<file path="config.mk">
export PLATFORM = sky130hd
export DESIGN_NAME = latch_bank
export DESIGN_NICKNAME = d
export VERILOG_FILES = /design/src/rtl/latch_bank_pkg.sv /design/src/rtl/latch_bank_cell.sv /design/src/rtl/latch_bank.sv
export SDC_FILE = /design/constraint.sdc
export NUM_CORES = 1
export LEC_CHECK = 0
export CAP_MARGIN = 20
export CORE_MARGIN = 5
export CORE_UTILIZATION = 54
export CTS_CLUSTER_DIAMETER = 100
export DETAILED_ROUTE_END_ITERATION = 8
export HOLD_SLACK_MARGIN = 0.12
export PLACE_DENSITY = 0.85
export SYNTH_ARGS = -nofsm -noshare
export SYNTH_HDL_FRONTEND = slang
export SYNTH_SLANG_ARGS = --single-unit
</file>
<file path="constraint.sdc">
create_clock -name clk -period 6.07 [get_ports clk]
set_input_delay 1.214 -clock clk [delete_from_list [all_inputs] [get_ports clk]]
set_output_delay 1.214 -clock clk [all_outputs]
set_load 0.005 [all_outputs]
</file>
<file path="src/rtl/latch_bank_pkg.sv">
// Shared encodings for the latch_bank channel register bank.
// Mode and readback FSM state constants plus the per-cell control bundle.
package latch_bank_pkg;

    localparam logic [1:0] MODE_CAPTURE = 2'b00;
    localparam logic [1:0] MODE_HOLD    = 2'b01;
    localparam logic [1:0] MODE_SHIFT   = 2'b10;
    localparam logic [1:0] MODE_CLEAR   = 2'b11;

    localparam logic [1:0] ST_IDLE = 2'b00;
    localparam logic [1:0] ST_CAPT = 2'b01;
    localparam logic [1:0] ST_ACK  = 2'b10;

    typedef struct packed {
        logic load;
        logic clr;
    } cell_ctrl_t;

endpackage

</file>
<file path="src/rtl/latch_bank_cell.sv">
// One WIDTH-bit storage register with load/clear and a change-detect output.
// The change flag is high only when a write actually alters the stored value.
module latch_cell
    import latch_bank_pkg::*;
#(
    parameter int WIDTH = 8
) (
    input  logic             clk,
    input  logic             rst,
    input  cell_ctrl_t       ctrl,
    input  logic [WIDTH-1:0] d,
    output logic [WIDTH-1:0] q,
    output logic             change
);

    logic [WIDTH-1:0] q_next;

    always_comb begin
        q_next = q;
        if (ctrl.clr) begin
            q_next = '0;
        end else if (ctrl.load) begin
            q_next = d;
        end
    end

    assign change = (ctrl.load | ctrl.clr) && (q_next != q);

    always_ff @(posedge clk) begin
        if (rst) begin
            q <= '0;
        end else begin
            q <= q_next;
        end
    end

endmodule

</file>
<file path="src/rtl/latch_bank.sv">
// Bank of CHANNELS registers with capture/hold/shift/clear modes, sticky
// change flags and a request/acknowledge single-channel readback port.
//   state   | meaning
//   ST_IDLE | waiting for rd_req; latches rd_sel on accept
//   ST_CAPT | snapshot selected channel into rd_data, flag out-of-range
//   ST_ACK  | raise rd_ack next cycle, clear the channel's changed flag
module latch_bank
    import latch_bank_pkg::*;
#(
    parameter int WIDTH    = 8,
    parameter int CHANNELS = 4,
    parameter int SEL_W    = 2
) (
    input  logic                      clk,
    input  logic                      rst,
    input  logic [CHANNELS-1:0]       enable,
    input  logic [WIDTH-1:0]          data,
    input  logic [1:0]                mode,
    output logic [CHANNELS*WIDTH-1:0] q_bus,
    output logic [CHANNELS-1:0]       changed,
    input  logic                      rd_req,
    input  logic [SEL_W-1:0]          rd_sel,
    output logic                      rd_ack,
    output logic [WIDTH-1:0]          rd_data,
    output logic                      rd_err
);

    logic [WIDTH-1:0]    cell_q [CHANNELS];
    logic [CHANNELS-1:0] cell_chg;
    logic [CHANNELS-1:0] ack_clr;
    logic [1:0]          state;
    logic [SEL_W-1:0]    sel;
    logic                sel_oob;

    genvar g;
    generate
        for (g = 0; g < CHANNELS; g++) begin : g_ch
            logic [WIDTH-1:0] shift_src;
            cell_ctrl_t       ctrl;

            // Shift chain: channel 0 takes the bus, others take their neighbour.
            if (g == 0) begin : g_head
                assign shift_src = data;
            end else begin : g_link
                assign shift_src = cell_q[g-1];
            end

            always_comb begin
                ctrl = '0;
                case (mode)
                    MODE_CAPTURE: ctrl.load = enable[g];
                    MODE_SHIFT:   ctrl.load = |enable;
                    MODE_CLEAR:   ctrl.clr  = enable[g];
                    default:      ctrl      = '0;
                endcase
            end

            latch_cell #(.WIDTH(WIDTH)) u_cell (
                .clk    (clk),
                .rst    (rst),
                .ctrl   (ctrl),
                .d      ((mode == MODE_SHIFT) ? shift_src : data),
                .q      (cell_q[g]),
                .change (cell_chg[g])
            );

            assign q_bus[g*WIDTH +: WIDTH] = cell_q[g];
        end
    endgenerate

    assign sel_oob = (int'(sel) >= CHANNELS);

    always_comb begin
        ack_clr = '0;
        for (int i = 0; i < CHANNELS; i++) begin
            if (state == ST_ACK && !rd_err && int'(sel) == i) begin
                ack_clr[i] = 1'b1;
            end
        end
    end

    // A fresh change in the same cycle as the readback clear keeps the flag set.
    always_ff @(posedge clk) begin
        if (rst) begin
            changed <= '0;
        end else begin
            changed <= cell_chg | (changed & ~ack_clr);
        end
    end

    always_ff @(posedge clk) begin
        if (rst) begin
            state   <= ST_IDLE;
            sel     <= '0;
            rd_ack  <= 1'b0;
            rd_data <= '0;
            rd_err  <= 1'b0;
        end else begin
            rd_ack <= 1'b0;
            case (state)
                ST_IDLE: begin
                    if (rd_req) begin
                        sel    <= rd_sel;
                        rd_err <= 1'b0;
                        state  <= ST_CAPT;
                    end
                end
                ST_CAPT: begin
                    if (sel_oob) begin
                        rd_data <= '0;
                        rd_err  <= 1'b1;
                    end else begin
                        rd_data <= cell_q[sel];
                        rd_err  <= 1'b0;
                    end
                    state <= ST_ACK;
                end
                ST_ACK: begin
                    rd_ack <= 1'b1;
                    state  <= ST_IDLE;
                end
                default: state <= ST_IDLE;
            endcase
        end
    end

endmodule

</file>
==> results.sh <==
export IMPL_cts_clk_slew_worst_paths_ns=0.08
export IMPL_grt_pass1_wl_um=14700
export IMPL_rsz0062_at_grt="no"
export IMPL_clkLatencyLatePin_ns=0.31
export IMPL_syn_num_nets=364
export IMPL_grt_usage_pct=26.1
export IMPL_finClkSkew_ns=0.00511
export IMPL_post_cts_setup_buffers=0
export IMPL_fillCellCount=437
export IMPL_reg2regPathDepth=5
export IMPL_h_tree_depth=2
export IMPL_min_period_over_period_pct=68.3
export IMPL_synth_most_common_cell="dfxtp_1"
export IMPL_grt_overflow=0
export IMPL_stdcell_count=465
export IMPL_syn_area_um2=2880
export IMPL_ys_seq_area_share_pct=34.1
export IMPL_vias=2932
export IMPL_hold_violations=0
export IMPL_drive_gt1_share_pct=5.32
export IMPL_ios=65
export IMPL_cts_root_buf="clkbuf_8"
export IMPL_setup_violations=0
export IMPL_grt_antenna_before_repair=0
export IMPL_dp_cells=457
export IMPL_gp_congestion=0.975
export IMPL_setup_tns_final_ns=0
export IMPL_hold_depth=2
export IMPL_worstHoldStart="rd_data[5]"
export IMPL_insertedDiodeCount=0
export IMPL_ir_drop_uv=136
export IMPL_first_pass_iters=8
export IMPL_leakage_nw=1.30
export IMPL_critPathRequiredTime_ns=6.22
export IMPL_netlist_top_cells_count="dfxtp_1, mux2i_1, nor2_1, nand2_1, a21oi_1"
export IMPL_core_area_um2=5140
export IMPL_synth_edf_count=0
export IMPL_worstReg2RegStart="g_ch[0].u_cell.q[1]"
export IMPL_clockBufferDepth=2
export IMPL_finalMaxSlewViolations=0
export IMPL_synth_top_area_share_pct=34.1
export IMPL_fin_nets=413
export IMPL_critPathKind="input port to flop"
export IMPL_cts_resized=0
export IMPL_layout_min_cycle_time_ns=4.14
export IMPL_fmax_ghz=0.241
export IMPL_min_path_type="flop to flop"
export IMPL_grt_pass1_vias=2900
export IMPL_worst_pin_slew_ns=1.03
export IMPL_whs_ns=0.461
export IMPL_drtIter0Drc=410
export IMPL_cap_viol_max_count=0
export IMPL_dp_hpwl_um=6270
export IMPL_yosys_top_cells_area="dfxtp_1, mux2i_1, mux4_2"
export IMPL_yosys_warnings=0
export IMPL_syn_mean_instance_area_um2=8.34
export IMPL_r2r_slack_ns=4.10
export IMPL_yosysTopAreaCell="dfxtp_1"
export IMPL_die_area_um2=6890
export IMPL_power_density_nw_per_um2=212
export IMPL_wl_um=8790
export IMPL_placementRows=26
export IMPL_synth_cell_types=47
export IMPL_numCtsBuffers=5
export IMPL_outcome="finished clean"
export IMPL_regArea_um2=981
export IMPL_holdPathEnd="rd_data[5]"
export IMPL_multi_input_area_um2=1750
export IMPL_path_max_fanout=24
export IMPL_ant_nets=0
export IMPL_relSlewSlack_pct=30.9
export IMPL_hold_buffers=0
export IMPL_post_drt_wl_per_cell_um=18.9
export IMPL_worstPathArrival_ns=4.30
export IMPL_grt_max_degree=25
export IMPL_numPortBuffers=63
export IMPL_end_kind="flop"
export IMPL_cts_tree="done"
export IMPL_die_x_um=83.0
export IMPL_yosys_most_used_dff="dfxtp_1"
export IMPL_synth_seq_cells=49
export IMPL_synth_async_reset_ratio_pct=0
export IMPL_syn_to_final_growth_pct=24.8
export IMPL_cp_start_kind="input port"
export IMPL_clock_sinks=49
export IMPL_worstReg2RegEnd="changed[1]"
export IMPL_die_h_um=83.0
export IMPL_initial_utilization_pct=56.0
export IMPL_drcViolationCount=0
export IMPL_synthesis_instances=345
export IMPL_vias_per_cell=6.31
report_power, final:
| part | switching [mW] | leakage (nW) | internal [mW] |
|---|---|---|---|
| combinational | 0.0907 | 0.849 | 0.101 |
| sequential | 0.0378 | 0.403 | 0.343 |
| clock | 0.107 | 0.0450 | 0.0801 |
| total | 0.236 | 1.30 | 0.525 |
cell type report:
cell class | count | area share (%)
multi-input cells | 263 | 48.8
flip-flops and latches | 49 | 27.3
repair buffers | 66 | 18.2
well taps | 70 | 2.44
clock buffers | 6 | 2.02
inverters | 9 | 0.941
clock inverters | 2 | 0.279
flip-flops by register name, indices dropped and copies added, names as in the netlist:
register,cells
rd_ack,1
state,2
sel,2
changed,4
rd_data,8
g_ch.u_cell.q,32
stage by stage:
| stage | setup WS (ns) | area (um2) | power, mW | util [%] |
|---|---|---|---|---|
| after global placement | 1.77 | 3510 | 0.571 | 68.3 |
| after global routing | 1.74 | 3590 | 0.798 | 69.9 |
| after floorplan | 3.07 | 2880 | 0.488 | - |
| after detailed placement | 1.66 | 3510 | 0.576 | 68.3 |
| after CTS | 1.97 | 3590 | 0.761 | 69.9 |
| final | 1.93 | 3590 | 0.761 | 69.9 |
metal layers:
| layer | vias to the layer above | wire, um | track usage [%] |
|---|---|---|---|
| met4 | 0 | 261 | 10.3 |
| met3 | 32 | 755 | 5.35 |
| met5 | - | 0 | 0 |
| li1 | 1362 | - | - |
| met1 | 1366 | 3690 | 33.7 |
| met2 | 172 | 4090 | 42.4 |
layout by cell type (no fill, tap or decap), types with 2 or more instances in the layout:
| cell type | synthesis | routed |
|---|---|---|
| nand2b_1 | 7 | 7 |
| o21a_1 | 2 | 2 |
| clkinv_2 | 0 | 2 |
| clkbuf_8 | 0 | 5 |
| nand4_1 | 3 | 3 |
| and2_1 | 8 | 8 |
| o21ai_1 | 13 | 13 |
| nor3_1 | 5 | 5 |
| a41oi_1 | 3 | 3 |
| a2111oi_0 | 2 | 2 |
| clkdlybuf4s50_1 | 0 | 63 |
| a21oi_1 | 18 | 18 |
| a22oi_1 | 5 | 5 |
| nor2b_1 | 4 | 3 |
| nor2_1 | 40 | 40 |
| mux2i_1 | 41 | 41 |
| o211ai_1 | 2 | 2 |
| o31ai_1 | 3 | 3 |
| inv_1 | 9 | 9 |
| and3_1 | 4 | 4 |
| o21ai_0 | 16 | 16 |
| nand2_1 | 30 | 30 |
| mux4_2 | 8 | 8 |
| o22ai_1 | 14 | 14 |
| buf_4 | 1 | 3 |
| nor3b_1 | 4 | 4 |
| dfxtp_1 | 49 | 49 |
| a211oi_1 | 7 | 7 |
| nand3_1 | 6 | 6 |
| a21boi_1 | 2 | 2 |
worst max-delay path by stage:
stage | from | to | slack [ns] | cells after the start
4_1_cts | mode[1] | changed[1] | 1.97 | 8
3_5_place_dp | mode[1] | changed[1] | 1.66 | 8
5_1_grt | mode[1] | changed[1] | 1.74 | 8
6_report | mode[1] | changed[1] | 1.93 | 8
3_3_place_gp | mode[1] | changed[1] | 1.77 | 8
2_1_floorplan | mode[1] | changed[1] | 3.07 | 8
critical path: stages:
cell	delay, ns
clkdlybuf4s50_1	0.97
nor2b_2	0.27
buf_4	0.38
mux2i_1	0.30
o22ai_1	0.10
or4_1	0.53
a2111oi_0	0.41
a21oi_1	0.12
logic make-up (layout without fill, tap and decap cells):
family                 after synthesis  in the layout  share of synthesized area (%)
multiplexers                        50             50                           20.9
AO/OA/AOI/OAI                       94             94                           20.2
buffers and inverters               33             83                           5.05
flip-flops                          49             49                           34.1
AND/OR/NAND/NOR                    118            118                           19.6
other                                1              1                          0.130
(Power assumes the default switching activity.)
